<file path="src/rtl/cv32e40p_regfile_err_handler.sv">
// Register-file parity error handler.
// Qualifies parity errors on three read ports, captures the first faulty
// address/port, raises a level interrupt until acknowledged, flags overflow,
// and keeps a saturating error count with a sticky fatal threshold flag.
// Ports:
//   clk, rst                      clock, asynchronous active-high reset
//   rvalid_i[2:0], perr_i[2:0]    per-port read valid / parity mismatch (A/B/C)
//   raddr_a_i/_b_i/_c_i           per-port read address
//   ack_i, clear_i                interrupt acknowledge, error counter clear
//   irq_o, err_addr_o, err_port_o interrupt and captured error location
//   overflow_o, err_count_o       lost-error flag, saturating error count
//   fatal_o                       sticky threshold-reached flag
module cv32e40p_regfile_err_handler #(
  parameter int unsigned ADDR_WIDTH      = 6,
  parameter int unsigned CNT_WIDTH       = 8,
  parameter int unsigned FATAL_THRESHOLD = 16
) (
  input  logic                  clk,
  input  logic                  rst,
  input  logic [2:0]            rvalid_i,
  input  logic [2:0]            perr_i,
  input  logic [ADDR_WIDTH-1:0] raddr_a_i,
  input  logic [ADDR_WIDTH-1:0] raddr_b_i,
  input  logic [ADDR_WIDTH-1:0] raddr_c_i,
  output logic                  irq_o,
  input  logic                  ack_i,
  output logic [ADDR_WIDTH-1:0] err_addr_o,
  output logic [1:0]            err_port_o,
  output logic                  overflow_o,
  output logic [CNT_WIDTH-1:0]  err_count_o,
  input  logic                  clear_i,
  output logic                  fatal_o
);

  // Two spare bits cover count + 3 before saturation.
  localparam int unsigned SUM_W = CNT_WIDTH + 2;

  typedef enum logic {
    IDLE    = 1'b0,
    PENDING = 1'b1
  } state_t;

  state_t                state_q, state_d;
  logic [2:0]            qerr;
  logic                  any_err;
  logic [1:0]            nerr;
  logic [1:0]            sel_port;
  logic [ADDR_WIDTH-1:0] sel_addr;
  logic [ADDR_WIDTH-1:0] err_addr_d;
  logic [1:0]            err_port_d;
  logic                  overflow_d;
  logic [SUM_W-1:0]      sum;
  logic [CNT_WIDTH-1:0]  count_d;
  logic                  fatal_d;

  // Error qualification, population count and lowest-index port select.
  always_comb begin
    qerr     = rvalid_i & perr_i;
    nerr     = 2'(qerr[0]) + 2'(qerr[1]) + 2'(qerr[2]);
    sel_port = 2'd0;
    sel_addr = raddr_a_i;
    if (qerr[0]) begin
      sel_port = 2'd0;
      sel_addr = raddr_a_i;
    end else if (qerr[1]) begin
      sel_port = 2'd1;
      sel_addr = raddr_b_i;
    end else if (qerr[2]) begin
      sel_port = 2'd2;
      sel_addr = raddr_c_i;
    end
  end

  assign any_err = |qerr;

  // State register; irq_o is the registered PENDING indication.
  always_ff @(posedge clk or posedge rst) begin
    if (rst) begin
      state_q <= IDLE;
      irq_o   <= 1'b0;
    end else begin
      state_q <= state_d;
      irq_o   <= (state_d == PENDING);
    end
  end

  // Next-state, capture and overflow logic.
  always_comb begin
    state_d    = state_q;
    err_addr_d = err_addr_o;
    err_port_d = err_port_o;
    overflow_d = overflow_o;
    case (state_q)
      IDLE: begin
        if (any_err) begin
          state_d    = PENDING;
          err_addr_d = sel_addr;
          err_port_d = sel_port;
          overflow_d = 1'b0;
        end
      end
      PENDING: begin
        if (ack_i) begin
          // Ack with a fresh error re-arms on the new capture without an irq gap.
          overflow_d = 1'b0;
          if (any_err) begin
            err_addr_d = sel_addr;
            err_port_d = sel_port;
          end else begin
            state_d = IDLE;
          end
        end else if (any_err) begin
          overflow_d = 1'b1;
        end
      end
      default: begin
        state_d = IDLE;
      end
    endcase
  end

  // Saturating counter; clear loads this cycle's count. Fatal uses the
  // registered count, so it rises one cycle after the threshold is seen.
  always_comb begin
    sum = clear_i ? SUM_W'(nerr) : (SUM_W'(err_count_o) + SUM_W'(nerr));
    if (sum > SUM_W'({CNT_WIDTH{1'b1}})) begin
      count_d = {CNT_WIDTH{1'b1}};
    end else begin
      count_d = CNT_WIDTH'(sum);
    end
    fatal_d = fatal_o | (32'(err_count_o) >= 32'(FATAL_THRESHOLD));
  end

  // Capture, overflow, counter and fatal registers.
  always_ff @(posedge clk or posedge rst) begin
    if (rst) begin
      err_addr_o  <= '0;
      err_port_o  <= 2'd0;
      overflow_o  <= 1'b0;
      err_count_o <= '0;
      fatal_o     <= 1'b0;
    end else begin
      err_addr_o  <= err_addr_d;
      err_port_o  <= err_port_d;
      overflow_o  <= overflow_d;
      err_count_o <= count_d;
      fatal_o     <= fatal_d;
    end
  end

endmodule

</file>
<file path="config.mk">
export PLATFORM = sky130hd
export DESIGN_NAME = cv32e40p_regfile_err_handler
export DESIGN_NICKNAME = d
export VERILOG_FILES = /design/src/rtl/cv32e40p_regfile_err_handler.sv
export SDC_FILE = /design/constraint.sdc
export NUM_CORES = 1
export LEC_CHECK = 0
export ABC_AREA = 1
export ABC_CLOCK_PERIOD_IN_PS = 1900
export BUFFER_PORTS_ARGS = -buffer_cell sky130_fd_sc_hd__buf_2
export CAP_MARGIN = 15
export CORE_AREA = 2 2 65 67
export CTS_CLUSTER_DIAMETER = 200
export DETAILED_ROUTE_END_ITERATION = 6
export DIE_AREA = 0 0 67 69
export SLEW_MARGIN = 40
export SYNTH_ARGS = -nofsm -noshare
export SYNTH_HDL_FRONTEND = slang
export SYNTH_SLANG_ARGS = --single-unit
</file>
<file path="constraint.sdc">
create_clock -name clk -period 1.9 [get_ports clk]
set_input_delay 0.19 -clock clk [delete_from_list [all_inputs] [get_ports clk]]
set_output_delay 0.19 -clock clk [all_outputs]
set_load 0.005 [all_outputs]
</file>
==> run_results.csv <==
group,metric,value,unit
clocking,cts_root_buffer,"clkbuf_8",
clocking,clk_pin_slew,0.08,ns
setup_path,cp.arrival,2.05,ns
detailed_routing,dr.first_iter.drc_count,60,
global_route,grt_max_degree,20,
sta,timing.fmax,524,MHz
run,drv_cap,0,
detailed_routing,ant_nets,0,
die,die_h,69,µm
final_layout,layout_commonest_cell,"nand2_1",
final_layout,fin_cells,247,
placement,numPortBuffers,46,
clocking,htreeDepth,1,
setup_path,max_stage_delay,0.49,ns
synth,syn_inst,139,
global_route,antenna_found_initial,0,
detailed_routing,routed-wl-met3,178,µm
sta,rsz0062_at_grt,"true",
detailed_routing,routedLengthMet1,1240,µm
outcome,status,"complete, but fails checks",
global_route,overflow,0,
setup_path,r2r-start,"err_count_o[0]$_DFF_PP0_",
power_and_ir_drop,power,1.09,mW
outcome,violations,"setup timing",
final_layout,syn2layout_area_growth,42.5,%
setup_path,critical_path_required,2.04,ns
global_route,grtUsageTotal,12.2,%
power_and_ir_drop,power_density,667,nW/µm²
synth,synth-seq-area-share,41.6,%
placement,gp_congestion,0.800,
global_route,grt_pass1_wl,4450,µm
sta,slew_headroom,53.2,%
final_layout,layout.nets,230,
setup_path,r2r_end,"err_count_o[6]$_DFF_PP0_",
power_and_ir_drop,ir_drop,0.262,mV
synth,synth_area_per_cell,8.23,µm²
placement,placed_cell_area,1470,µm²
sta,fin_crit,1.91,ns
die,ios,47,
hold_path,hold_path_depth,2,
die,core,3910,µm²
setup_path,crit_path_max_fanout,3,
placement,dpl.cell_count,238,
setup_path,endpoint_kind,"flip-flop",
placement,dp_hpwl,2110,µm
synth,syn_area,1140,µm²
sta,drv_slew,0,
clocking,cts_tree,"done",
setup_path,reg2reg_slack,0.21,ns
setup_path,worstSetupPathType,"in -> reg",
die,start_util,29.2,%
synth,yosys_warnings,0,
sta,post-route-period-util,101,%
synth,synth-seq-cells,19,
setup_path,crit_family,"adder cells",
detailed_routing,top_layer_used,"met4",
setup_path,worstPathCellList,"buf_6 > nand2_4 > fa_1 > inv_1 > ha_2 > inv_2 > fa_2 > nor2_4 > nand4_4 > buf_4 > nand3_1 > nand2_2",
setup_path,cp.depth,12,
die,rows,23,
final_layout,finalInstanceArea,1630,µm²
detailed_routing,wl_per_cell,11.2,µm
power_and_ir_drop,total_leakage_power,0.898,nW
placement,dp_slack,-0.296,ns
detailed_routing,totalWireLength,2760,µm
synth,synth_fp_nets,171,
synth,yosysUniqueCellTypes,24,
final_layout,mostFrequentLayoutCells,"47 x nand2_1, 40 x buf_2, 19 x dfrtp_1, 13 x nand3_1",
setup_path,crit_slowest_cell,"fa_1",
global_route,grt_pass1_vias,1012,
clocking,cts_sinks,19,
detailed_routing,drtPass1Iterations,4,
clocking,numCtsBuffers,3,
sta,setup_tns,-0.00969,ns
final_layout,diodes,0,
sta,setup_slack,-0.00969,ns
detailed_routing,wl_met2,1300,µm
sta,fin_skew,0.0101,ns
synth,synth.top_cell.area_share,41.6,%
hold_path,hp-class,"in -> reg",
clocking,clk_latency,0.26,ns
detailed_routing,via_per_inst,4.45,
die,die-width,67,µm
synth,synth.largest_area_cell,"dfrtp_1",
sta,setup_viol,1,
detailed_routing,drc,0,
clocking,cts_buffer_depth,2,
setup_path,cp_num_buf_inv,4,
detailed_routing,vias,1099,
sta,hold_viol_final,0,
hold_path,min_to,"err_count_o[2]$_DFF_PP0_",
setup_path,reg2reg_depth,8,
die,die_area,4620,µm²
final_layout,layout-drive-gt1-share,42.6,%
sta,tightest_slew,0.697,ns
synth,synth_area_leaders,"dfrtp_1 42%, nand2_1 16%, nand3_1 5.7%",
final_layout,fillers,444,
hold_path,min-delay-start,"clear_i",
setup_path,startpoint_type,"primary input",
==> worst max path at each step <==
| stage | from | endpoint | slack [ns] |
|---|---|---|---|
| 2_1_floorplan | rvalid_i[0] | err_count_o[2]$_DFF_PP0_ | -0.15 |
| 3_3_place_gp | rvalid_i[0] | err_count_o[2]$_DFF_PP0_ | -0.24 |
| 3_5_place_dp | rvalid_i[0] | err_count_o[0]$_DFF_PP0_ | -0.30 |
| 4_1_cts | rvalid_i[0] | err_count_o[6]$_DFF_PP0_ | 0.01 |
| 5_1_grt | rvalid_i[1] | err_count_o[2]$_DFF_PP0_ | -0.1 |
| 6_report | rvalid_i[1] | err_count_o[6]$_DFF_PP0_ | -0.01 |
==> registers in the layout (all words and copies together) (netlist names) <==
name / cells
err_count_o: 8
err_addr_o: 6
err_port_o: 2
fatal_o: 1
overflow_o: 1
state_q: 1
==> layout make-up <==
type,count,area [µm²],area share (%)
multi-input combinational,102,622,38.2
inverter,15,70.1,4.30
sequential,19,475,29.2
tap,50,62.6,3.84
timing repair buffer,57,353,21.7
clock buffer,3,41.3,2.53
clock inverter,1,5.00,0.307
==> per-stage QoR <==
stage                     util (%)  hold WS [ns]
after floorplan                  -         0.141
after global placement        37.5         0.351
after detailed placement      37.5         0.362
after CTS                     38.7        0.0738
after global routing          41.6         0.192
final                         41.6         0.186
==> cells by family (layout without fill, tap and decap cells) <==
kind of cell	after synthesis	after routing	share of synthesized area (%)
simple gates	84	84	35.3
flops	19	19	41.6
buf+inv	18	76	9.08
compound gates	12	12	6.78
fa+ha+maj	4	4	5.69
xor+xnor	2	2	1.53
==> metal layers <==
layer / track usage, % / up-vias
met5: 0 / -
met4: 4.08 / 0
met3: 2.77 / 4
met2: 18.3 / 37
met1: 17.2 / 493
li1: - / 565
==> synth_stat cells (all sizes together) <==
master	instances
inv	14
buf	3
nand4	8
ha	2
o21bai	1
nand3	14
nor2	5
nand2	57
fa	2
bufinv	1
dfrtp	19
a21oi	3
xor2	2
o21ai	8
==> where the power goes <==
part	switching (mW)	total [mW]	internal [mW]
clock	0.140	0.286	0.146
combinational	0.155	0.310	0.155
sequential	0.0356	0.490	0.455
==> repair_timing <==
action	CTS	global route
buffers inserted	0	4
gates resized for setup	0	17
setup endpoints to repair	4	8
pin swaps	1	10
hold endpoints to repair	0	19
hold buffers	0	1
Power figures use the tool's default switching activity.
